[config.mk]
export PLATFORM = sky130hd
export DESIGN_NAME = hk_spi_arbiter
export DESIGN_NICKNAME = d
export VERILOG_FILES = /design/src/rtl/hk_pkg.sv /design/src/rtl/hk_rr_arbiter.sv /design/src/rtl/hk_spi_arbiter.sv
export SDC_FILE = /design/constraint.sdc
export NUM_CORES = 1
export LEC_CHECK = 0
export BUFFER_PORTS_ARGS = -buffer_cell sky130_fd_sc_hd__buf_4
export CORE_ASPECT_RATIO = 1.25
export CORE_MARGIN = 4
export CORE_UTILIZATION = 40
export CTS_CLUSTER_DIAMETER = 50
export CTS_CLUSTER_SIZE = 10
export DETAILED_ROUTE_END_ITERATION = 8
export PLACE_DENSITY = 0.74
export SYNTH_ARGS = -nofsm -noshare
export SYNTH_HDL_FRONTEND = slang
export SYNTH_SLANG_ARGS = --single-unit
[constraint.sdc]
create_clock -name clk_i -period 3.3 [get_ports clk_i]
set_input_delay 0.165 -clock clk_i [delete_from_list [all_inputs] [get_ports clk_i]]
set_output_delay 0.165 -clock clk_i [all_outputs]
set_load 0.01 [all_outputs]
[src/rtl/hk_pkg.sv]
// Shared housekeeping SPI arbiter definitions: FSM encoding, default widths and timeouts.
package hk_pkg;

  typedef enum logic [2:0] {
    ST_IDLE  = 3'd0,
    ST_LOAD  = 3'd1,
    ST_START = 3'd2,
    ST_BUSY  = 3'd3,
    ST_RESP  = 3'd4
  } hk_state_e;

  localparam int unsigned HK_NREQ      = 3;
  localparam int unsigned HK_DW        = 16;
  localparam int unsigned HK_START_TMO = 16;
  localparam int unsigned HK_BSY_TMO   = 65535;
  localparam int unsigned HK_GAP       = 8;

  function automatic logic [15:0] sat_inc16(input logic [15:0] v);
    return (v == 16'hFFFF) ? v : v + 16'd1;
  endfunction

endpackage

[src/rtl/hk_rr_arbiter.sv]
// Combinational round-robin picker: search starts one past the pointer and wraps modulo NREQ.
module hk_rr_arbiter #(
  parameter int unsigned NREQ = 3,
  parameter int unsigned PW   = (NREQ > 1) ? $clog2(NREQ) : 1
) (
  input  logic [NREQ-1:0] req_i,
  input  logic [PW-1:0]   ptr_i,
  output logic [NREQ-1:0] gnt_o,
  output logic            any_o,
  output logic [PW-1:0]   ptr_o
);

  logic [PW-1:0] idx;

  always_comb begin
    gnt_o = '0;
    any_o = 1'b0;
    ptr_o = ptr_i;
    idx   = '0;
    for (int unsigned k = 1; k <= NREQ; k++) begin
      idx = PW'((32'(ptr_i) + k) % NREQ);
      if (!any_o && req_i[idx]) begin
        any_o      = 1'b1;
        gnt_o[idx] = 1'b1;
        ptr_o      = idx;
      end
    end
  end

endmodule

[src/rtl/hk_spi_arbiter.sv]
// Shares the housekeeping SPI master between NREQ requesters, sequencing load/start/busy
// per transaction with start and busy watchdogs and an enforced inter-transaction gap.
module hk_spi_arbiter
  import hk_pkg::*;
#(
  parameter int unsigned NREQ      = HK_NREQ,
  parameter int unsigned DW        = HK_DW,
  parameter int unsigned START_TMO = HK_START_TMO,
  parameter int unsigned BSY_TMO   = HK_BSY_TMO,
  parameter int unsigned GAP       = HK_GAP
) (
  input  logic              clk_i,
  input  logic              pll_ff_rst,
  input  logic [NREQ-1:0]   req_i,
  input  logic [NREQ*DW-1:0] req_wr_h_i,
  input  logic [NREQ*DW-1:0] req_wr_l_i,
  output logic [NREQ-1:0]   gnt_o,
  output logic [NREQ-1:0]   done_o,
  output logic              err_o,
  output logic [DW-1:0]     rd_dat_o,
  output logic              spi_start_o,
  output logic [DW-1:0]     spi_wr_h_o,
  output logic [DW-1:0]     spi_wr_l_o,
  input  logic [DW-1:0]     spi_rd_l_i,
  input  logic              spi_bsy_i,
  output logic [7:0]        sts_o
);

  localparam int unsigned   PW      = (NREQ > 1) ? $clog2(NREQ) : 1;
  localparam logic [PW-1:0] PTR_RST = PW'(NREQ - 1);
  localparam logic [15:0]   GAP_LD  = 16'(GAP);

  hk_state_e       state_q, state_d;
  logic            settle_q, settle_d;
  logic [PW-1:0]   ptr_q, ptr_d;
  logic [15:0]     gap_q, gap_d;
  logic [15:0]     wdog_q, wdog_d, wdog_inc;
  logic [3:0]      tmo_q, tmo_d;
  logic [NREQ-1:0] gnt_q, gnt_d;
  logic            done_q, done_d;
  logic            err_q, err_d;
  logic            start_q, start_d;
  logic [DW-1:0]   rd_q, rd_d;
  logic [DW-1:0]   wrh_q, wrh_d;
  logic [DW-1:0]   wrl_q, wrl_d;

  logic [NREQ-1:0] arb_gnt;
  logic            arb_any;
  logic [PW-1:0]   arb_ptr;
  logic            start_tmo;
  logic            bsy_tmo;

  hk_rr_arbiter #(
    .NREQ (NREQ),
    .PW   (PW)
  ) u_rr (
    .req_i (req_i),
    .ptr_i (ptr_q),
    .gnt_o (arb_gnt),
    .any_o (arb_any),
    .ptr_o (arb_ptr)
  );

  // Timeout fires on the cycle whose count would reach the limit, so the error
  // completion lands exactly TMO cycles after the watched phase began.
  assign wdog_inc  = sat_inc16(wdog_q);
  assign start_tmo = (32'(wdog_inc) >= START_TMO);
  assign bsy_tmo   = (32'(wdog_inc) >= BSY_TMO);

  always_ff @(posedge clk_i or negedge pll_ff_rst) begin
    if (!pll_ff_rst) begin
      state_q  <= ST_IDLE;
      settle_q <= 1'b0;
      ptr_q    <= PTR_RST;
      gap_q    <= '0;
      wdog_q   <= '0;
      tmo_q    <= '0;
      gnt_q    <= '0;
      done_q   <= 1'b0;
      err_q    <= 1'b0;
      start_q  <= 1'b0;
      rd_q     <= '0;
      wrh_q    <= '0;
      wrl_q    <= '0;
    end else begin
      state_q  <= state_d;
      settle_q <= settle_d;
      ptr_q    <= ptr_d;
      gap_q    <= gap_d;
      wdog_q   <= wdog_d;
      tmo_q    <= tmo_d;
      gnt_q    <= gnt_d;
      done_q   <= done_d;
      err_q    <= err_d;
      start_q  <= start_d;
      rd_q     <= rd_d;
      wrh_q    <= wrh_d;
      wrl_q    <= wrl_d;
    end
  end

  always_comb begin
    state_d = state_q;
    unique case (state_q)
      ST_IDLE:  if (gap_q == '0 && arb_any) state_d = ST_LOAD;
      ST_LOAD:  if (settle_q) state_d = ST_START;
      ST_START: if (spi_bsy_i || start_tmo) state_d = spi_bsy_i ? ST_BUSY : ST_RESP;
      ST_BUSY:  if (!spi_bsy_i || bsy_tmo) state_d = ST_RESP;
      ST_RESP:  state_d = ST_IDLE;
      default:  state_d = ST_IDLE;
    endcase
  end

  always_comb begin
    settle_d = settle_q;
    ptr_d    = ptr_q;
    gap_d    = gap_q;
    wdog_d   = wdog_q;
    tmo_d    = tmo_q;
    gnt_d    = gnt_q;
    done_d   = 1'b0;
    err_d    = 1'b0;
    start_d  = 1'b0;
    rd_d     = rd_q;
    wrh_d    = wrh_q;
    wrl_d    = wrl_q;
    unique case (state_q)
      ST_IDLE: begin
        settle_d = 1'b0;
        wdog_d   = '0;
        if (gap_q != '0) begin
          gap_d = gap_q - 16'd1;
        end else if (arb_any) begin
          gnt_d = arb_gnt;
          ptr_d = arb_ptr;
          for (int unsigned k = 0; k < NREQ; k++) begin
            if (arb_gnt[k]) begin
              wrh_d = req_wr_h_i[k*DW +: DW];
              wrl_d = req_wr_l_i[k*DW +: DW];
            end
          end
        end
      end
      ST_LOAD: begin
        settle_d = 1'b1;
        start_d  = settle_q;
      end
      ST_START: begin
        wdog_d = wdog_inc;
        if (spi_bsy_i) begin
          // The cycle that saw busy high already counts toward the busy budget.
          wdog_d = 16'd1;
        end else if (start_tmo) begin
          done_d = 1'b1;
          err_d  = 1'b1;
          tmo_d  = (tmo_q == 4'hF) ? tmo_q : tmo_q + 4'd1;
        end
      end
      ST_BUSY: begin
        wdog_d = wdog_inc;
        if (!spi_bsy_i) begin
          done_d = 1'b1;
          rd_d   = spi_rd_l_i;
        end else if (bsy_tmo) begin
          done_d = 1'b1;
          err_d  = 1'b1;
          tmo_d  = (tmo_q == 4'hF) ? tmo_q : tmo_q + 4'd1;
        end
      end
      ST_RESP: begin
        gnt_d = '0;
        gap_d = GAP_LD;
      end
      default: ;
    endcase
  end

  assign gnt_o       = gnt_q;
  assign done_o      = done_q ? gnt_q : '0;
  assign err_o       = err_q;
  assign rd_dat_o    = rd_q;
  assign spi_start_o = start_q;
  assign spi_wr_h_o  = wrh_q;
  assign spi_wr_l_o  = wrl_q;
  assign sts_o       = {tmo_q, state_q, (state_q != ST_IDLE)};

endmodule

; After elaboration in Yosys (flattened, before gate mapping)
; Cells that the tools add are included.
[word_totals]
register_bits = 96
wordCells = 136
[classes]
n_addsub = 6
n_div = 3
magnitude_cmp = 8
eq_ne = 17
n_mux = 57
bitwise_logic = 4
n_reduce_logical = 28
[op_table]
columns = op, n
row1 = $mux W16, 9
row2 = $mod A32 B2 Y32 const B, 3
row3 = $pmux W16 S3, 1
row4 = $mux W3, 11
row5 = $pmux W16 S2, 1
row6 = $ne A2 B2 Y1 const B, 11
row7 = $mux W4, 5
row8 = $add A16 B1 Y16 const B, 1
row9 = $eq A16 B16 Y1 const B, 1
row10 = $ge A16 B16 Y1 const B, 1
row11 = $ge A16 B5 Y1 const B, 1
row12 = $logic_not A16 Y1, 1
row13 = $reduce_bool A16 Y1, 1
row14 = $sub A16 B1 Y16 const B, 1
row15 = $mux W1, 15
row16 = $pmux W3 S4, 1
row17 = $reduce_and A4 Y1, 3
row18 = $reduce_bool A3 Y1, 4
row19 = $lt A2 B3 Y1 const B, 3
row20 = $pmux W4 S2, 1
row21 = $add A2 B2 Y3 const B, 2
row22 = $bmux W1 S2, 3
row23 = $demux W1 S2, 3
row24 = $eq A3 B2 Y1 const B, 2
row25 = 19 further kinds, 38

; Logic depth before layout (Yosys ltp)
; Gate-level depths: netlist (run 1).
[depth]
depth_word = 14
depth_mapped = 12
depth_no_buf = 10

; By module
; Synthesis (run 1) repeated with hierarchy kept, for this count alone.
[hier_totals]
hier_cells = 618
area_unflattened_um2 = 5604.1
[by_module_without_submodules]
columns = mod, n_inst, cells_each, area_per_inst_um2, seq_area_each_um2
row1 = hk_spi_arbiter, 1, 572, 5248.8, 2403.6
row2 = hk_rr_arbiter, 1, 46, 355.3, 0.0

; Worst setup path before layout (run 1)
; No wires, ideal clock.
[synth_timing]
path_type = flip-flop to flip-flop
startpoint = register wdog_q[0]
endpoint = register tmo_q[1]
setup_ns = 0.125
arrival_time_ns = 2.553
required_time_ns = 3.175
slack_ns = 0.622
path_stages_with_launch = 10
path_buffers = 0
synth_period_minus_slack_ns = 2.678
cell_sequence = dfrtp_1 ha_1 nand3_2 nor4_2 mux2i_1 nand4_1 o41ai_4 mux2i_2 nand3_2 mux2_4
[synth_via]
elab_chain_len = 5
word_cells_on_any_way = 8
classes_between = 1 x add/sub / 2 x order compare / 3 x eq/ne / 1 x mux / 1 x reduce/logical
[synth_lines]
columns = item, line
row1 = start: declaration, hk_spi_arbiter.sv:37  ; logic [15:0] wdog_q, wdog_d, wdog_inc;
row2 = start signal: assignment, hk_spi_arbiter.sv:90  ; wdog_q <= wdog_d;
row3 = $add A16 B1 Y16 or $eq A16 B16 Y1 (tied branches), hk_pkg.sv:19  ; return (v == 16'hFFFF) ? v : v + 16'd1;
row4 = $mux W16 (*), hk_pkg.sv:19
row5 = $ge A16 B16 Y1 or $ge A16 B5 Y1 (tied branches), "hk_spi_arbiter.sv:68, hk_spi_arbiter.sv:67"
row6 = $ne A2 B2 Y1 (no source line), -
row7 = $reduce_and A5 Y1 (no source line) (*), -
row8 = end signal: assignment, hk_spi_arbiter.sv:91  ; tmo_q <= tmo_d;
row9 = end: declaration, hk_spi_arbiter.sv:38  ; logic [3:0] tmo_q, tmo_d;
; Mark *: on every way between the ends. The rest lies on a longest branch, timed or not.
; A chain may end at the register's enable or synchronous reset.

; Final worst setup path (run 1)
; Same ends and word-level chain as after synthesis.

==> impl_results.md, run 1 <==
- Slew headroom: between 50% and 60%
- Fin. Hold Viols: 0
- Tightest Pin Transition: between 0.7 and 0.8 ns
- EDFF count, synth: 0
- Mapped cell area: 5668 um^2
- Clk_skew: slightly below 0.01 ns
- Setup crit end: tmo_q[1]$_DFFE_PN0P_
- Top cells by area, synth: dfrtp_1 42%, mux2i_1 7.1%, nand2_1 4.9%, nor2_1 4.0%, a21oi_1 3.5%
- CTS Buf Count: 9
- Biggest cell delay along the critical path: about 0.47 ns
- Core footprint: approximately 14,000 um^2
- Synth top area share: a little over two fifths
- Final setup TNS: 0 ns
- Mapped Nets: between 700 and 800
- Chip width: roughly 110 um
- Drt total wl: about 15,000 um
- Post-Place Cells: about 940
- Grt ovf: 0
- Global-route total usage across every layer: 19.16%
- Nets: roughly 900
- Hold Path Depth: 2
- Synth async-reset ratio: between 90% and 100%
- Register bit total from synthesis: 96
- Hold Crit Class: input pin to register
- CTS Root Cell: clkbuf_16
- Final Max Slew Viols: 0
- ANT nets after route: 0
- Die Ht: approximately 140 um
- Synthesized instance count: between 600 and 700
- Rows: between 40 and 50
- Avg Inst Size Synth: 9.186 um^2
- Critical-path cell list: ha_1 > nand3_2 > nor4_2 > mux2i_1 > nand4_1 > o41ai_4 > mux2i_2 > nand3_2 > mux2_4
- Vias in the first global route: between 5,000 and 6,000
- Max frequency: around 0.33 GHz
- Clk Latency, worst-skew pair: roughly 0.34 ns
- Fin crit share: 90.64%
- Kind of end point of the critical path: register
- Final Non-Filler Cells: 954
- Drt first-iter violations: 281
- PD cells: between 700 and 800 nW/um^2
- Starting Density: around 41%
- Fraction of layout cells with a size suffix above 1: 32.09%
- Top Ports: about 180
- Register area share after synthesis: around 42%
- Die ar.: approximately 16,000 um^2
- Gpl congestion: roughly 0.93
- Crit path kind: register to register
- CP max-delay cell: dfrtp_1
- Clock sink count: 96
- Reg-to-reg slack, setup: just over 0.3 ns
- FF-to-FF path depth: 9
- # H-tree levels: 3
- Min Tclk post-route: about 3.0 ns
- Most frequent cells in the layout: 186 x buf_4, 95 x dfrtp_1, 73 x nand2_1
- DRT Pass-1 Iters: 4
- Largest net degree at the start of global routing: 65
- Max cap viols: 0
- Initial antenna violation count: 0
- Leak Pwr: 0.003458 uW
- Reg-to-Reg Start: wdog_q[0]$_DFFE_PN0P_
- Setup crit start: wdog_q[0]$_DFFE_PN0P_
- Final HPWL DP: 11,890 um
- Worst path required time: between 3 and 4 ns
- Clk buf depth: 2
- Post-CTS Setup Inserts: 0
- Clock transition at the registers of the reported paths: about 0.080 ns
- Yosys cell types: between 70 and 80
- Synth area leader: dfrtp_1
- First-pass GRT wire length: between 20,000 and 30,000 um
- DR DRC count: 0
- Vias: slightly above 5,000
- Predominant post-synthesis flop cell: dfrtp_1
- Startpoint Class: register
- RR Endpoint: tmo_q[1]$_DFFE_PN0P_
- Final setup violation count: 0
- Vias per cell: between 5 and 6
- Worst path most repeated cell: nand3_2
- CTS tree: built
- Area growth from synthesis to layout: 31.32%
- Status: finished clean
- Wire per inst: 16.00 um
- CP arrival: 3.22 ns
- Port bufs: approximately 180
- CP max FO: 8
- VDD IR max: 435.3 uV
- ANT cells: 0
- Fillers: 1,241
- Unrepaired setup endpoints after global routing: false
- Syn. warnings: 0
- Commonest non-fill, non-tap cell in the layout: buf_4
==> power breakdown <==
| group | internal, uW | switching, uW | leakage, uW |
|---|---|---|---|
| combinational | 1150 | 1250 | 0.00206 |
| clock | 604 | 494 | 0.000150 |
| sequential | 1540 | 320 | 0.00125 |
| total | 3290 | 2060 | 0.00346 |
==> cells by family (layout without fill, tap and decap cells) <==
group                      after synthesis  count (layout)  synth area share [%]
AOI/OAI and AO/OA                      151             151                 16.56
xor gates and xnor gates                15              15                 2.318
adders and majority gates                9               9                 1.898
buffers and inverters                   57             219                 4.548
DFF                                     96              96                 42.41
muxes                                   59              59                 10.95
and+or+nand+nor                        230             230                 21.32
==> repair_timing <==
action / 4_1_cts / 5_1_grt
gates resized for setup: 0 / 0
hold endpoints to repair: 52 / 0
hold buffers: 1 / 0
==> flip-flops by register name, indices dropped and copies added (netlist names) <==
name,count
done_q,1
err_o,1
gap_q,16
gnt_o,3
ptr_q,2
rd_dat_o,16
settle_q,1
spi_start_o,1
spi_wr_h_o,16
spi_wr_l_o,16
state_q,3
tmo_q,4
wdog_q,16
==> layer usage <==
metal	up-vias	wire length, um	global-route usage (%)
li1	2518	-	-
met1	2343	5955	23.99
met2	195	7575	30.97
met3	26	1371	5.925
met4	0	360	7.067
met5	-	0	0
==> cells in the mapped netlist, drive strengths merged, types with 12 or more instances <==
library cell   n
mux2          18
o21ai         60
a21oi         40
clkbuf        20
inv           14
nor2          62
nand3         14
nand4         16
a31oi         12
dfrtp         95
nand2         74
buf           23
mux2i         41
==> final cells by class <==
type	instances	area, um^2	share of cell area, %
flip-flops and latches	96	2404	32.29
repair buffers	189	1446	19.43
clock inverters	7	86.33	1.160
inverters	14	52.55	0.7060
well taps	175	219.0	2.942
multi-input cells	464	3010	40.44
clock buffers	9	225.2	3.026
==> worst min path at each step <==
stage / endpoint / startpoint
global route: rd_dat_o[4]$_DFFE_PN0P_ / spi_rd_l_i[4]
finish: rd_dat_o[15]$_DFFE_PN0P_ / spi_rd_l_i[15]
detailed placement: spi_wr_l_o[9]$_DFFE_PN0P_ / pll_ff_rst
floorplan: done_q$_DFF_PN0_ / pll_ff_rst
global placement: spi_wr_l_o[9]$_DFFE_PN0P_ / pll_ff_rst
CTS: rd_dat_o[7]$_DFFE_PN0P_ / spi_rd_l_i[7]
==> critical path: cells and delay by family, from the launching register on <==
kind | cells | cell delay [ns]
compound gates | 1 | 0.45
fa+ha+maj | 1 | 0.29
flops | 1 | 0.47
mux | 3 | 0.83
simple gates | 4 | 0.84
==> stage by stage <==
stage               hold slack (ns)  setup WS, ns  util (%)  cell area [um^2]  power, uW
global route                0.03552        0.1396     53.65              7443       5746
floorplan                   -0.1306        0.6225         -              5668       3375
global placement             0.2684        0.4220     51.33              7122       4246
finish                      0.05035        0.3089     53.65              7443       5354
CTS                         0.03896        0.3359     53.65              7443       5409
detailed placement           0.2651        0.3288     51.33              7122       4294
No activity file was read; power rests on OpenSTA's default activity.
==> run 2, diff against run 1 <==
HOLD_SLACK_MARGIN = 0.06   (was default)
PLACE_DENSITY = 0.77   (was 0.74)
SKIP_CTS_REPAIR_TIMING = 1   (was default)
==> run 2 against run 1 <==
Net effect: critical path depth unchanged; fmax up 0.34%; combinational power about the same; design area is 1.9% higher; worst setup slack gained 0.010 ns; wire length up 1.3%; sequential share of layout area fell by 0.62 points; count of clock-buffer cells in the layout rose by 1; register-to-register slack hardly changed; final cell count increased by 1.3%; global-route usage shrank 0.14 points; non-clock buffer count is 12 higher; critical path type unchanged; largest cell class unchanged.
==> impl_results.md, run 2 (same netlist as run 1, synthesis figures left out) <==
- Status: finished clean
- Clock sink count: between 90 and 100
- Final setup TNS: 0 ns
- Largest net degree at the start of global routing: between 60 and 70
- Switching power: slightly above 2000 uW
- Kind of end point of the critical path: register
- CTS Buf Count: 9
- Wire per inst: 16.00 um
- CP max FO: 8
- Tightest Pin Transition: between 0.8 and 0.9 ns
- Port bufs: 181
- Worst path bufs/invs: 0
- Clk Latency, worst-skew pair: 0.34 ns
- Commonest non-fill, non-tap cell in the layout: buf_4
- Seq pwr share: around a third
- Switching share of power: 37.46%
- Clk_skew: 0.01333 ns
- Die ar.: approximately 16,000 um^2
- Reg-to-reg slack, setup: 0.32 ns
- Global-route total usage across every layer: between 10% and 20%
- Fin. Hold Viols: 0
- Clock transition at the registers of the reported paths: around 0.070 ns
- Drt total wl: approximately 15,000 um
- Nets: about 910
- Area growth from synthesis to layout: 33.89%
- Top Ports: roughly 180
- Leak Pwr: 0.003523 uW
- CP delay by family, top: multiplexers
- Clk buf depth: 2
- Final setup violation count: 0
- Vias in the first global route: 4,998
- Combinational share of power: roughly 44%
- Chip width: approximately 110 um
- ANT nets after route: 0
- Die Ht: between 100 and 150 um
- Grt ovf: 0
- Worst path required time: between 3 and 4 ns
- Worst path most repeated cell: nand3_2
- Rows: 48
- DRT Pass-1 Iters: 5
- Cell-internal power: 3398 uW
- PD cells: 715.9 nW/um^2
- Hold Crit Start: spi_rd_l_i[11]
- DR DRC count: 0
- Fin crit share: about 90%
- ANT cells: 0
- Reg area: 2404 um^2
- Final Max Slew Viols: 0
- CP max-delay cell: dfrtp_1
- Biggest cell delay along the critical path: about 0.46 ns
- Reg-to-Reg Start: wdog_q[0]$_DFFE_PN0P_
- Gpl congestion: 0.8730
- Max frequency: roughly 0.34 GHz
- Slew headroom: 45.07%
- Final HPWL DP: 11,820 um
- Max cap viols: 0
- Startpoint Class: register
- CTS Root Cell: clkbuf_16
- Fillers: between 1,000 and 1,500
- Hold Crit Class: input pin to register
- # H-tree levels: 3
- First-pass GRT wire length: roughly 25,000 um
- Initial antenna violation count: 0
- Unrepaired setup endpoints after global routing: false
- Clock share of power: 21.2%
- Min Tclk post-route: ~3.0 ns
- Drt first-iter violations: approximately 260
- Min Hold Slack: between 0.06 and 0.07 ns
- FF-to-FF path depth: 9
- Core footprint: 13,870 um^2
- Most frequent cells in the layout: 187 x buf_4, 95 x dfrtp_1, 73 x nand2_1
- Fraction of layout cells with a size suffix above 1: between 30% and 40%
- Vias: roughly 5,200
- Starting Density: roughly 41%
- Critical-path cell list: ha_1 > nand3_2 > nor4_2 > mux2i_1 > nand4_1 > o41ai_4 > mux2i_2 > nand3_2 > mux2_4
- Worst hold endpoint: rd_dat_o[11]$_DFFE_PN0P_
- CTS tree: built
- CP arrival: 3.21 ns
- Crit path kind: register to register
- Vias per cell: between 5 and 6
- VDD IR max: roughly 340 uV
- Area of the multi-input gates: 3010 um^2
- RR Endpoint: tmo_q[1]$_DFFE_PN0P_
- Hold Path Depth: 2
## run 2: cell count changes in the layout (fill, tap and decap cells not counted), sizes merged
| cell | change |
|---|---|
| buf | +2 |
| bufinv | +1 |
| clkbuf | +1 |
| dlygate4sd3 | +10 |
| inv | -2 |
## run 2: through the flow
step | std cells | instance area, um^2 | util (%) | total power [uW] | setup WS (ns)
floorplan | 617 | 5668 | - | 3375 | 0.6225
global placement | 939 | 7149 | 51.53 | 4265 | 0.4257
detailed placement | 939 | 7149 | 51.53 | 4310 | 0.3424
CTS | 955 | 7478 | 53.91 | 5475 | 0.3169
global route | 966 | 7589 | 54.70 | 5828 | 0.1157
finish | 966 | 7589 | 54.70 | 5433 | 0.3191
## run 2: worst reg2reg max path: stages (launching register included)
cell and delay [ns]:
dfrtp_1 0.46, ha_1 0.30, nand3_2 0.16, nor4_2 0.34
mux2i_1 0.35, nand4_1 0.20, o41ai_4 0.46, mux2i_2 0.18
nand3_2 0.13, mux2_4 0.30
## run 2: final cells by class
type                    count  area share [%]
multi-input cells         464           39.67
flip-flops and latches     96           31.67
repair buffers            201           20.74
clock buffers              10           3.149
well taps                 175           2.885
clock inverters             6           1.187
inverters                  14          0.6925
## run 2: worst max path at each step
stage	from	to	slack, ns	cells after the start
finish	wdog_q[0]$_DFFE_PN0P_	tmo_q[1]$_DFFE_PN0P_	0.32	9
global route	wdog_q[0]$_DFFE_PN0P_	tmo_q[1]$_DFFE_PN0P_	0.12	9
CTS	wdog_q[0]$_DFFE_PN0P_	tmo_q[1]$_DFFE_PN0P_	0.32	9
detailed placement	wdog_q[0]$_DFFE_PN0P_	tmo_q[1]$_DFFE_PN0P_	0.34	9
global placement	wdog_q[0]$_DFFE_PN0P_	tmo_q[1]$_DFFE_PN0P_	0.43	9
floorplan	wdog_q[0]$_DFFE_PN0P_	tmo_q[1]$_DFFE_PN0P_	0.62	9
## run 2: per-layer routing
layer | GRT usage [%] | vias up | part of all wire (%)
met5 | 0 | - | 0
met3 | 6.226 | 25 | 9.0
met2 | 31.25 | 209 | 50
li1 | - | 2541 | -
met4 | 6.191 | 0 | 1.8
met1 | 23.53 | 2397 | 39
## run 2: power groups by stage
stage / Clock (uW) / Combinational, uW / Sequential, uW
2_1_floorplan: 0 / 1470 / 1900
3_3_place_gp: 0 / 2390 / 1880
3_5_place_dp: 0 / 2420 / 1890
4_1_cts: 1180 / 2430 / 1870
5_1_grt: 1220 / 2680 / 1930
6_report: 1150 / 2410 / 1870
==> run 3, diff against run 2 <==
ABC_AREA = 1   (was default)
CAP_MARGIN = 20   (was default)
HOLD_SLACK_MARGIN = 0.15   (was 0.06)
==> run 3 against run 2 <==
Net effect: area after synthesis rose by 4.7%; register-to-register slack improved by 0.35 ns; worst setup slack improved by 0.35 ns; clock power fell by 7%; sequential power rose by 3%; critical path depth rose by 5; power rose by 22%; hold slack improved by 0.063 ns; design area rose by 4.9%; clock skew fell by 0.0041 ns; sequential share of layout area fell by 1.5 points; critical path type unchanged; critical endpoint is now spi_wr_l_o[9]$_DFFE_PN0P_; largest power group unchanged.
==> impl_results.md, run 3 <==
- Status: finished clean
- Clock share of power: between 10% and 20%
- VDD IR max: roughly 470 uV
- EDFF count, synth: 0
- Combinational share of power: 54.6%
- DR DRC count: 0
- Worst path bufs/invs: 4
- PD cells: 832.6 nW/um^2
- Port bufs: between 150 and 200
- Vias per cell: just under 5
- Top Ports: roughly 180
- DRT Pass-1 Iters: 5
- ANT nets after route: 0
- Grt ovf: 0
- Core footprint: 14,470 um^2
- Critical-path cell list: inv_1 > ha_1 > inv_2 > nand2_1 > o211ai_2 > inv_2 > nand2_1 > o21ai_1 > nor2_2 > nand2_1 > nand2_1 > buf_4 > nor2_1 > nor2_1
- CP max FO: 32
- Fillers: between 1,000 and 1,500
- FF-to-FF path depth: 14
- Top cells by area, synth: dfrtp_1 40%, nand2_1 14%, nor2_1 9.8%, nand3_1 6.2%, inv_1 5.9%
- Unrepaired setup endpoints after global routing: false
- Clock sink count: 96
- RR Endpoint: spi_wr_l_o[9]$_DFFE_PN0P_
- Final Max Slew Viols: 0
- Worst path most repeated cell: nand2_1
- Rows: 49
- Starting Density: around two fifths
- Clk_skew: about 0.0092 ns
- Gpl congestion: 0.9123
- Switching share of power: approximately 45%
- Commonest non-fill, non-tap cell in the layout: nand2_1
- Avg Inst Size Synth: roughly 7 um^2
- Cell-internal power: 3664 uW
- Worst path depth: 14
- Synth area leader: dfrtp_1
- Max frequency: 0.3799 GHz
- Max cap viols: 0
- Fin crit share: 79.77%
- CP max-delay cell: dfrtp_1
- Hold Crit Class: input pin to register
- Drt total wl: around 17,000 um
- CTS Buf Count: 9
- CTS tree: built
- CP arrival: a little under 3 ns
- Largest net degree at the start of global routing: 81
- Top cells by count, synth: 219 x nand2_1, 155 x nor2_1, 95 x dfrtp_1
- CP delay by family, top: simple AND/OR/NAND/NOR gates
- Tot Pwr: between 6000 and 7000 uW
- Most frequent cell after synthesis: nand2_1
- Seq pwr share: between 20% and 30%
- Kind of end point of the critical path: register
- ANT cells: 0
- Leak Pwr: approximately 0.0042 uW
- Fin. Hold Viols: 0
- Die ar.: between 15,000 and 20,000 um^2
- Most frequent cells in the layout: 219 x nand2_1, 190 x buf_4, 155 x nor2_1
- Synthesized instance count: approximately 840
- Vias in the first global route: around 5,800
- Mapped Nets: 969
- Clk buf depth: 2
- Worst path required time: 3.57 ns
- Fraction of layout cells with a size suffix above 1: 24.09%
- CTS Root Cell: clkbuf_16
- Drt first-iter violations: 326
- Biggest cell delay along the critical path: between 0.3 and 0.4 ns
- Crit path kind: register to register
- Register area share after synthesis: around two fifths
- Global-route total usage across every layer: just over 20%
- Setup crit start: ptr_q[0]$_DFFE_PN0P_
- Setup crit end: spi_wr_l_o[9]$_DFFE_PN0P_
- Area growth from synthesis to layout: 34.08%
- Synth top area share: 40.04%
- Hold Crit Start: req_wr_h_i[46]
- Post-Place Cells: between 1,000 and 1,500
- Synth async-reset ratio: 100.0%
- Nets: ~1,200
- Mapped cell area: roughly 6000 um^2
- Initial antenna violation count: 0
- Reg-to-Reg Start: ptr_q[0]$_DFFE_PN0P_
- Clk Latency, worst-skew pair: around 0.34 ns
- First-pass GRT wire length: between 20,000 and 30,000 um
- Chip width: around 120 um
- Yosys cell types: 37
- Startpoint Class: register
- Die Ht: around 140 um
- Final HPWL DP: roughly 13,000 um
- Syn. warnings: 0
- Predominant post-synthesis flop cell: dfrtp_1
- Min Tclk post-route: roughly 2.6 ns
- Register bit total from synthesis: between 90 and 100
- Final Non-Filler Cells: between 1,000 and 1,500
- Vias: ~6,000
- Clock transition at the registers of the reported paths: 0.07 ns
- Switching power: 2963 uW
- # H-tree levels: 3
- Wire per inst: about 14 um
- Reg-to-reg slack, setup: 0.67 ns
- Final setup TNS: 0 ns
- Final setup violation count: 0
- Tightest Pin Transition: between 1 and 1.5 ns
- Slew headroom: between 30% and 40%
[run 3: cell count changes after synthesis, moves of 8 or more]
| cell | change |
|---|---|
| nand2_1 | +145 |
| o21ai_1 | -23 |
| mux2i_1 | -40 |
| nand3_1 | +61 |
| a31oi_1 | -11 |
| nand3b_1 | +31 |
| nor2b_1 | -8 |
| inv_1 | +80 |
| nor2_1 | +94 |
| a21oi_1 | -29 |
[run 3: worst min-delay path by stage]
stage | to | slack [ns] | cells past startpoint
after floorplan | done_q$_DFF_PN0_ | -0.13 | 0
after global placement | rd_dat_o[13]$_DFFE_PN0P_ | 0.40 | 2
after detailed placement | spi_wr_l_o[2]$_DFFE_PN0P_ | 0.40 | 1
after CTS | spi_wr_l_o[2]$_DFFE_PN0P_ | 0.04 | 1
after global routing | spi_wr_l_o[11]$_DFFE_PN0P_ | 0.16 | 5
final | spi_wr_h_o[14]$_DFFE_PN0P_ | 0.13 | 5
[run 3: cell families after synthesis]
group | share of synthesized area [%]
AOI/OAI and AO/OA | 6.870
xor gates and xnor gates | 0.8853
adders and majority gates | 1.475
buffers and inverters | 8.409
DFF | 40.48
muxes | 3.035
and+or+nand+nor | 38.84
[run 3: power groups by stage]
stage,sequential [uW],combinational (uW),clock [uW]
after floorplan,2040,2270,0
after global placement,1920,3560,0
after detailed placement,1950,3620,0
after CTS,1930,3640,1090
after global routing,1990,4100,1140
final,1930,3620,1070
[run 3: metal layers]
metal | global-route usage (%) | vias up | part of all wire (%)
li1 | - | 3076 | -
met1 | 24.38 | 2749 | 40
met2 | 34.79 | 160 | 52
met3 | 5.023 | 34 | 5.7
met4 | 7.307 | 0 | 2.6
met5 | 0 | - | 0
[run 3: worst min-delay path, delay by kind of cell]
| kind | cells | cell delay, ns |
|---|---|---|
| buffers and inverters | 1 | 0.07 |
| and+or+nand+nor | 4 | 0.20 |
[run 3: through the flow]
stage / utilization (%) / hold WS (ns) / setup WS [ns] / instance area [um^2]
2_1_floorplan: - / -0.1306 / 1.065 / 5937
3_3_place_gp: 51.60 / 0.3977 / 0.7535 / 7466
3_5_place_dp: 51.60 / 0.4016 / 0.6905 / 7466
4_1_cts: 53.70 / 0.03865 / 0.6539 / 7770
5_1_grt: 55.02 / 0.1553 / 0.3250 / 7960
6_report: 55.02 / 0.1254 / 0.6675 / 7960
[run 3: cell type report]
| class | count | area (um^2) | area share [%] |
|---|---|---|---|
| sequential | 96 | 2404 | 30.19 |
| clock buffer | 10 | 229.0 | 2.876 |
| tap | 178 | 222.7 | 2.798 |
| multi-input combinational | 621 | 3034 | 38.12 |
| inverter | 101 | 379.1 | 4.763 |
| clock inverter | 6 | 75.07 | 0.9431 |
| timing repair buffer | 208 | 1617 | 20.31 |
